`config.mk`:
```
export PLATFORM = sky130hd
export DESIGN_NAME = game_timer_bcd
export DESIGN_NICKNAME = d
export VERILOG_FILES = /design/src/rtl/game_timer_bcd.sv
export SDC_FILE = /design/constraint.sdc
export NUM_CORES = 1
export LEC_CHECK = 0
export ABC_AREA = 0
export ABC_CLOCK_PERIOD_IN_PS = 2900
export CORE_ASPECT_RATIO = 0.8
export CORE_MARGIN = 5
export CORE_UTILIZATION = 50
export DETAILED_ROUTE_END_ITERATION = 7
export PLACE_DENSITY = 0.71
export SYNTH_ARGS = -nofsm -noshare
export SYNTH_HDL_FRONTEND = slang
export SYNTH_SLANG_ARGS = --single-unit
```
`constraint.sdc`:
```
create_clock -name clk -period 2.9 [get_ports clk]
set_clock_uncertainty 0.05 [all_clocks]
set_input_delay 0.725 -clock clk [delete_from_list [all_inputs] [get_ports clk]]
set_output_delay 0.725 -clock clk [all_outputs]
set_load 0.02 [all_outputs]
```
`src/rtl/game_timer_bcd.sv`:
```
// game_timer_bcd: single-clock game timer with an internal one-second tick
// divider, a BCD elapsed-seconds counter, time-limit loss detection, and a
// best (lowest) completion time kept across games.
// Optional build macro COUNTDOWN_EN: time_bcd shows the remaining seconds
// (LIMIT - elapsed) from a separate BCD down-counter instead of elapsed time.
module game_timer_bcd #(
    parameter int DIGITS   = 3,
    parameter int TICK_DIV = 100000000,
    parameter int LIMIT    = 999
) (
    input  logic                  clk,
    input  logic                  clr_n,
    input  logic                  start,
    input  logic                  win_flag,
    input  logic                  best_clr,
    output logic [4*DIGITS-1:0]   time_bcd,
    output logic [4*DIGITS-1:0]   best_bcd,
    output logic                  best_valid,
    output logic                  new_best,
    output logic                  running,
    output logic                  lose_flag,
    output logic                  win_latched
);

    localparam int W     = 4 * DIGITS;
    localparam int DIV_W = $clog2(TICK_DIV);

    // Elaboration-time conversion of a decimal integer to packed BCD.
    function automatic logic [W-1:0] to_bcd(input int value);
        logic [W-1:0] r;
        int           t;
        r = {W{1'b0}};
        t = value;
        for (int i = 0; i < DIGITS; i++) begin
            r[4*i +: 4] = 4'(t % 10);
            t = t / 10;
        end
        return r;
    endfunction

    // BCD increment with per-digit carry 9 -> 0.
    function automatic logic [W-1:0] bcd_inc(input logic [W-1:0] v);
        logic [W-1:0] r;
        logic         c;
        r = v;
        c = 1'b1;
        for (int i = 0; i < DIGITS; i++) begin
            if (c && (v[4*i +: 4] == 4'd9)) begin
                r[4*i +: 4] = 4'd0;
            end else if (c) begin
                r[4*i +: 4] = v[4*i +: 4] + 4'd1;
                c = 1'b0;
            end else begin
                r[4*i +: 4] = v[4*i +: 4];
            end
        end
        return r;
    endfunction

`ifdef COUNTDOWN_EN
    // BCD decrement with per-digit borrow 0 -> 9.
    function automatic logic [W-1:0] bcd_dec(input logic [W-1:0] v);
        logic [W-1:0] r;
        logic         b;
        r = v;
        b = 1'b1;
        for (int i = 0; i < DIGITS; i++) begin
            if (b && (v[4*i +: 4] == 4'd0)) begin
                r[4*i +: 4] = 4'd9;
            end else if (b) begin
                r[4*i +: 4] = v[4*i +: 4] - 4'd1;
                b = 1'b0;
            end else begin
                r[4*i +: 4] = v[4*i +: 4];
            end
        end
        return r;
    endfunction
`endif

    localparam logic [W-1:0]     LIMIT_BCD = to_bcd(LIMIT);
    localparam logic [W-1:0]     ALL_NINES = {DIGITS{4'h9}};
    localparam logic [W-1:0]     ZERO_BCD  = {W{1'b0}};
    localparam logic [DIV_W-1:0] DIV_LAST  = DIV_W'(TICK_DIV - 1);

    typedef enum logic [1:0] {
        ST_IDLE = 2'd0,
        ST_RUN  = 2'd1,
        ST_WON  = 2'd2,
        ST_LOST = 2'd3
    } state_t;

    state_t           state_q, state_d;
    logic [DIV_W-1:0] div_q, div_d;
    logic [W-1:0]     elapsed_q, elapsed_d;
    logic [W-1:0]     best_q, best_d;
    logic             best_valid_q, best_valid_d;
    logic             new_best_q, new_best_d;
    logic             running_q, lose_q, won_q;

    logic             tick_s;
    logic             run_tick_s;
    logic             win_entry_s;
    logic             limit_hit_s;
    logic [W-1:0]     elapsed_inc_s;

    // A tick only counts when no start or win takes precedence this cycle.
    assign tick_s        = (state_q == ST_RUN) && (div_q == DIV_LAST);
    assign run_tick_s    = tick_s && !start && !win_flag;
    assign win_entry_s   = !start && (state_q == ST_RUN) && win_flag;
    assign elapsed_inc_s = bcd_inc(elapsed_q);

`ifdef COUNTDOWN_EN
    logic [W-1:0] remain_q, remain_d;
    logic [W-1:0] remain_dec_s;

    assign remain_dec_s = bcd_dec(remain_q);
    assign limit_hit_s  = (remain_dec_s == ZERO_BCD);
    assign time_bcd     = remain_q;

    // Remaining-time counter: reload on start, step down on each accepted tick.
    always_comb begin
        remain_d = remain_q;
        if (start) begin
            remain_d = LIMIT_BCD;
        end else if (run_tick_s) begin
            remain_d = remain_dec_s;
        end else begin
            remain_d = remain_q;
        end
    end

    // Remaining-time register, preset to the full limit.
    always_ff @(posedge clk or negedge clr_n) begin
        if (!clr_n) begin
            remain_q <= LIMIT_BCD;
        end else begin
            remain_q <= remain_d;
        end
    end
`else
    assign limit_hit_s = (elapsed_inc_s == LIMIT_BCD);
    assign time_bcd    = elapsed_q;
`endif

    assign best_bcd    = best_q;
    assign best_valid  = best_valid_q;
    assign new_best    = new_best_q;
    assign running     = running_q;
    assign lose_flag   = lose_q;
    assign win_latched = won_q;

    // Game FSM next state, tick divider and elapsed-seconds counter.
    always_comb begin
        state_d   = state_q;
        div_d     = div_q;
        elapsed_d = elapsed_q;
        if (start) begin
            state_d   = ST_RUN;
            div_d     = {DIV_W{1'b0}};
            elapsed_d = ZERO_BCD;
        end else begin
            case (state_q)
                ST_RUN: begin
                    if (win_flag) begin
                        state_d = ST_WON;
                    end else if (tick_s) begin
                        div_d     = {DIV_W{1'b0}};
                        elapsed_d = elapsed_inc_s;
                        if (limit_hit_s) begin
                            state_d = ST_LOST;
                        end else begin
                            state_d = ST_RUN;
                        end
                    end else begin
                        div_d = div_q + DIV_W'(1);
                    end
                end
                ST_IDLE, ST_WON, ST_LOST: begin
                    state_d = state_q;
                end
                default: begin
                    state_d = ST_IDLE;
                end
            endcase
        end
    end

    // Best-time bookkeeping; packed BCD compares correctly as plain binary.
    always_comb begin
        best_d       = best_q;
        best_valid_d = best_valid_q;
        new_best_d   = 1'b0;
        if (win_entry_s && (!best_valid_q || (elapsed_q < best_q))) begin
            best_d       = elapsed_q;
            best_valid_d = 1'b1;
            new_best_d   = 1'b1;
        end else if (best_clr) begin
            best_d       = ALL_NINES;
            best_valid_d = 1'b0;
        end else begin
            new_best_d   = 1'b0;
        end
    end

    // State, counters, best time and registered status flags.
    always_ff @(posedge clk or negedge clr_n) begin
        if (!clr_n) begin
            state_q      <= ST_IDLE;
            div_q        <= {DIV_W{1'b0}};
            elapsed_q    <= ZERO_BCD;
            best_q       <= ALL_NINES;
            best_valid_q <= 1'b0;
            new_best_q   <= 1'b0;
            running_q    <= 1'b0;
            lose_q       <= 1'b0;
            won_q        <= 1'b0;
        end else begin
            state_q      <= state_d;
            div_q        <= div_d;
            elapsed_q    <= elapsed_d;
            best_q       <= best_d;
            best_valid_q <= best_valid_d;
            new_best_q   <= new_best_d;
            running_q    <= (state_d == ST_RUN);
            lose_q       <= (state_d == ST_LOST);
            won_q        <= (state_d == ST_WON);
        end
    end

endmodule

```
---- After elaboration in Yosys (flattened, before gate mapping) ----
Index checks and enable logic that the tools add are counted.
word-level totals
  register bits ........................... 58
  input bits .............................. 5
  output and inout port bits .............. 29
operators by class
  add/sub/neg operators ................... 4
  magnitude comparators ................... 1
  equal/unequal tests ..................... 12
  multiplexer cells ....................... 25
  reductions and logical operators ........ 16
operators by type and width
  operator                 number
  $mux W27                 4
  $mux W12                 6
  $add A27 B1 Y27 const B  1
  $eq A27 B27 Y1 const B   1
  $mux W4                  5
  $add A4 B1 Y4 const B    3
  $eq A12 B12 Y1 const B   1
  $eq A4 B4 Y1 const B     3
  $lt A12 B12 Y1           1
  $eq A2 B2 Y1 const B     4
  $mux W2                  4
  $logic_and A1 B1 Y1      6
  $reduce_bool A2 Y1       3
  $mux W1                  5
  $eq A2 B1 Y1 const B     2
  $pmux W2 S2              1
  $reduce_and A3 Y1        1
  $reduce_or A3 Y1         1
  $logic_not A1 Y1         2
  $logic_not A2 Y1         1
  $ne A2 B2 Y1 const B     1
  $reduce_and A2 Y1        1
  $logic_or A1 B1 Y1       1

---- Longest topological paths before layout ----
  word-level depth ........................ 13
  gate-level depth with buffers ........... 9
  mapped depth without buffers ............ 8

---- Worst setup path before layout ----
No wires, ideal clock.
  path type ............................... register -> register
  from .................................... register best_q[4], in the netlist best_bcd[4]
  to ...................................... register best_q[11], in the netlist best_bcd[11]
  setup time .............................. 0.075 ns
  arrival ................................. 2.546 ns
  required time ........................... 2.775 ns
  path slack .............................. 0.229 ns
  cell stages (with the launch flop) ...... 10
  path buffers ............................ 1
  period minus slack after synthesis ...... 2.671 ns
  path through ............................ dfstp_2 inv_1 ha_1 a21o_1 a21oi_1 o221ai_1 a221o_1 a211oi_2 buf_2 mux2i_1
between the ends
  longest elaborated chain between the ends .. 4
  elaborated cells on any way between the ends .. 5
RTL lines
  item                                            line  source
  from (decl)                                     96    logic [W-1:0] best_q, best_d;
  from (signal assigned)                          222   best_q <= best_d;
  $lt A12 B12 Y1 (*)                              194   if (win_entry_s && (!best_valid_q || (elapsed_q < best_q))) begin
  $logic_or A1 B1 Y1 (*)                          194
  $logic_and A1 B1 Y1 (*)                         194
  $mux W12 or $reduce_bool A2 Y1 (tied branches)  -
Mark *: on every way between the ends. The rest lies on a longest branch, timed or not.
A chain may end at the register's enable or synchronous reset.

---- Final worst setup path ----
  from .................................... register best_q[4], in the netlist best_bcd[4]
  to ...................................... register best_q[10], in the netlist best_bcd[10]
The elaborated chain is that of the path after synthesis.

==> summary.md <==
| Metric | Value |
|---|---|
| # resized after CTS | 0 |
| Largest net degree at the start of global routing | 33 |
| Routed Wire Length | 8.709 mm |
| Reg2Reg Depth | 9 |
| Io pins | 34 |
| Number of diodes | 0 |
| Fill cells | 560 |
| Avg Inst Size Synth | 9.052 sq um |
| Max-slew violation count | 0 |
| Full die area | 8710 sq um |
| Peak Freq | 370.9 MHz |
| WL per Instance | 16.37 microns |
| Final period util | 0.9297 |
| Reg2Reg Launch Point | best_bcd[4]$_DFFE_PN1P_ |
| Area contributors post-synth | dfrtp_1, ha_1, nor2_1, dfstp_2, nand2_1 |
| Clock latency on the worst-skew pair | 0.34 ns |
| Worst slew pin tran | 0.8172 ns |
| Crit. End Element | flip-flop |
| H-tree depth | 3 |
| RSZ-0062 raised after global routing | no |
| Post-CTS Setup Bufs | 0 |
| Clock Power Share | 0.465 |
| Setup TNS | 0 ns |
| Global-route wire length before repair | 14.68 mm |
| Initial antenna violation count | 0 |
| Worst min path class | in -> async |
| WP data required | 3.07 ns |
| Final ANT Viol Nets | 0 |
| Switching Fraction | 0.2310 |
| Max VDD drop | 0.3578 mV |
| Lkg Pwr | 1.926 nW |
| Post-synth EDFFs | 0 |
| First drt pass iteration count | 6 |
| Total gr overflow | 0 |
| Core area | 6824 sq um |
| Die width | 103.1 microns |
| PortBufs | 33 |
| Reg2reg setup slack | 0.20 ns |
| Cell count after synthesis | 383 |
| Slew HR | 0.4510 |
| Seq/Total Area, Yosys | 0.4208 |
| P_int | 0.001476 W |
| Hold-fix buffers, CTS | 0 |
| Share of layout cells above drive strength 1 | 0.1326 |
| Max cap viols | 0 |
| Die Y | 84.48 microns |
| Placement Cell Area | 4065 sq um |
| Initial DRC Count | 247 |
| Syn_nets | 407 |
| HPWL after DPL | 6.405 mm |
| Number of hold violations in the final report | 0 |
| Seq cells post-synth | 58 |
| Root Driver | clkbuf_8 |
| Fin nets | 464 |
| Combinational power share | 0.089 |
| CTS tree | yes |
| Pwr per Cell Area | 446.6 nW/um^2 |
| Starting Density | 0.5081 |
| Netlist Area Pre-Place | 3467 sq um |
| Clk sinks | 58 |
| Status | finished clean |
| WP data arrival | 2.87 ns |
| Cell taking the most area after synthesis | dfrtp_1 |
| DRC Markers | 0 |
| RD Place Congestion | 0.9149 |
| Design Area, Final | 4299 sq um |
| Tot GR Track Use | 0.2145 |
| Max Root-Sink Buffers | 2 |
| Worst-path maximum fanout | 14 |
| Multi-input combinational cell area | 1836 sq um |
| Synth top area share | 0.3753 |
| Sequential Power Share | 0.446 |
| Inserted Clock Buffers | 9 |
| Unique masters post-synth | 60 |
| Yosys warns | 0 |
| P_sw | 0.0004436 W |
| Clk slew on worst S/H paths | 0.07 ns |
| Post-synth top flop | dfrtp_1 |
| Worst Setup Start Kind | flip-flop |
| DR vias | 3113 |
| Number of global-route vias before repair | 2874 |
| Site Rows | 27 |
| Synthesis-to-finish area growth | 24.00% |
| Final setup violating endpoints | 0 |
| Vias per cell | 5.852 |
| Post-synth ARST share | 1.000 |
| WS Path Type | reg -> reg |
| Worst r2r dst | best_bcd[10]$_DFFE_PN0P_ |
| Register Area | 1459 sq um |
| Crit path time final | 2.696 ns |
## cell type report
| class | count | share of cell area |
|---|---|---|
| Clock buffer | 11 | 0.03056 |
| Multi-Input combinational cell | 282 | 0.4270 |
| Inverter | 29 | 0.02532 |
| Sequential cell | 58 | 0.3393 |
| Tap cell | 87 | 0.02532 |
| Timing Repair Buffer | 60 | 0.1286 |
| Clock inverter | 5 | 0.02386 |
## metal layers
metal,vias up,wire [microns],GRT usage,part of all wire
met4,0,152,0.07294,0.017
met1,1499,4334,0.3416,0.50
met2,129,3626,0.2819,0.42
li1,1470,-,-,-
met3,15,595,0.04734,0.068
met5,-,0,0,0
## state kept, by name, summed over array words and instances (netlist names)
name,count
new_best,1
time_bcd,12
best_bcd,12
win_latched,1
div_q,27
best_valid,1
lose_flag,1
state_q,2
running,1
## synthesized netlist by cell type (7+ instances only)
cell and instances:
mux2i_1 12, nand3_1 21, nor4_1 7, ha_1 19
nand2_1 33, nand4_1 9, nor2_1 45, xor2_1 12
o21ai_0 17, inv_1 29, a21oi_1 20, clkbuf_1 8
dfrtp_1 52
## worst max path at each step
stage / from / end / slack [ns] / cells past startpoint
floorplan: best_bcd[4]$_DFFE_PN1P_ / best_bcd[11]$_DFFE_PN1P_ / 0.23 / 9
global placement: div_q[8]$_DFFE_PN0P_ / div_q[12]$_DFFE_PN0P_ / 0.27 / 6
detailed placement: best_bcd[4]$_DFFE_PN1P_ / best_bcd[10]$_DFFE_PN0P_ / 0.23 / 9
CTS: best_bcd[4]$_DFFE_PN1P_ / best_bcd[10]$_DFFE_PN0P_ / 0.20 / 9
global route: best_bcd[4]$_DFFE_PN1P_ / best_bcd[10]$_DFFE_PN0P_ / 0.11 / 9
finish: best_bcd[4]$_DFFE_PN1P_ / best_bcd[10]$_DFFE_PN0P_ / 0.20 / 9
## critical path: stages (launching register included)
cell and delay, ns:
dfstp_2 0.54, inv_1 0.04, ha_1 0.27, a21o_1 0.17
a21oi_1 0.14, o221ai_1 0.14, a221o_1 0.38, a211oi_2 0.29
buf_12 0.20, mux2_2 0.34
## cells in the final DEF, fill, tap and decap left out, types with 4 or more instances in the layout
cell / count
o21ai_0: 17
clkdlybuf4s50_1: 32
dfrtp_1: 52
a21oi_1: 20
mux2_2: 4
and3_1: 6
nand4_1: 9
clkbuf_8: 9
nand3_1: 21
nand2b_1: 4
nor2_1: 45
and3b_1: 4
xor2_1: 12
ha_1: 19
inv_1: 29
nor4_1: 7
buf_4: 25
dfstp_2: 6
nand2_1: 33
a31oi_1: 5
nor3_1: 5
mux2i_1: 12
a21o_1: 6
## cells by family after synthesis
kind of cell / Yosys count / share of synthesized area
XOR/XNOR: 15 / 0.03789
AND/OR/NAND/NOR: 159 / 0.2375
adder cells (fa/ha/maj): 19 / 0.06857
multiplexers: 16 / 0.04764
buffers and inverters: 43 / 0.04980
AO/OA/AOI/OAI: 73 / 0.1379
flip-flops: 58 / 0.4208
## power groups by stage
stage	Sequential [W]	Clock (W)	Combinational [W]
after floorplan	0.000885	0	0.0000718
after global placement	0.000869	0	0.000168
after detailed placement	0.000869	0	0.000172
after CTS	0.000855	0.000912	0.000172
after global routing	0.000858	0.000961	0.000186
final	0.000856	0.000894	0.000171
## through the flow
stage	setup WS (ns)	cells	power (W)	utilization	hold WS [ns]
2_1_floorplan	0.2293	383	0.0009565	-	0.3794
3_3_place_gp	0.2705	516	0.001037	0.5957	0.4155
3_5_place_dp	0.2295	516	0.001041	0.5957	0.4246
4_1_cts	0.2028	532	0.001939	0.6300	0.3721
5_1_grt	0.1088	532	0.002005	0.6300	0.4035
6_report	0.2037	532	0.001920	0.6300	0.3605
(Power assumes the default switching activity.)
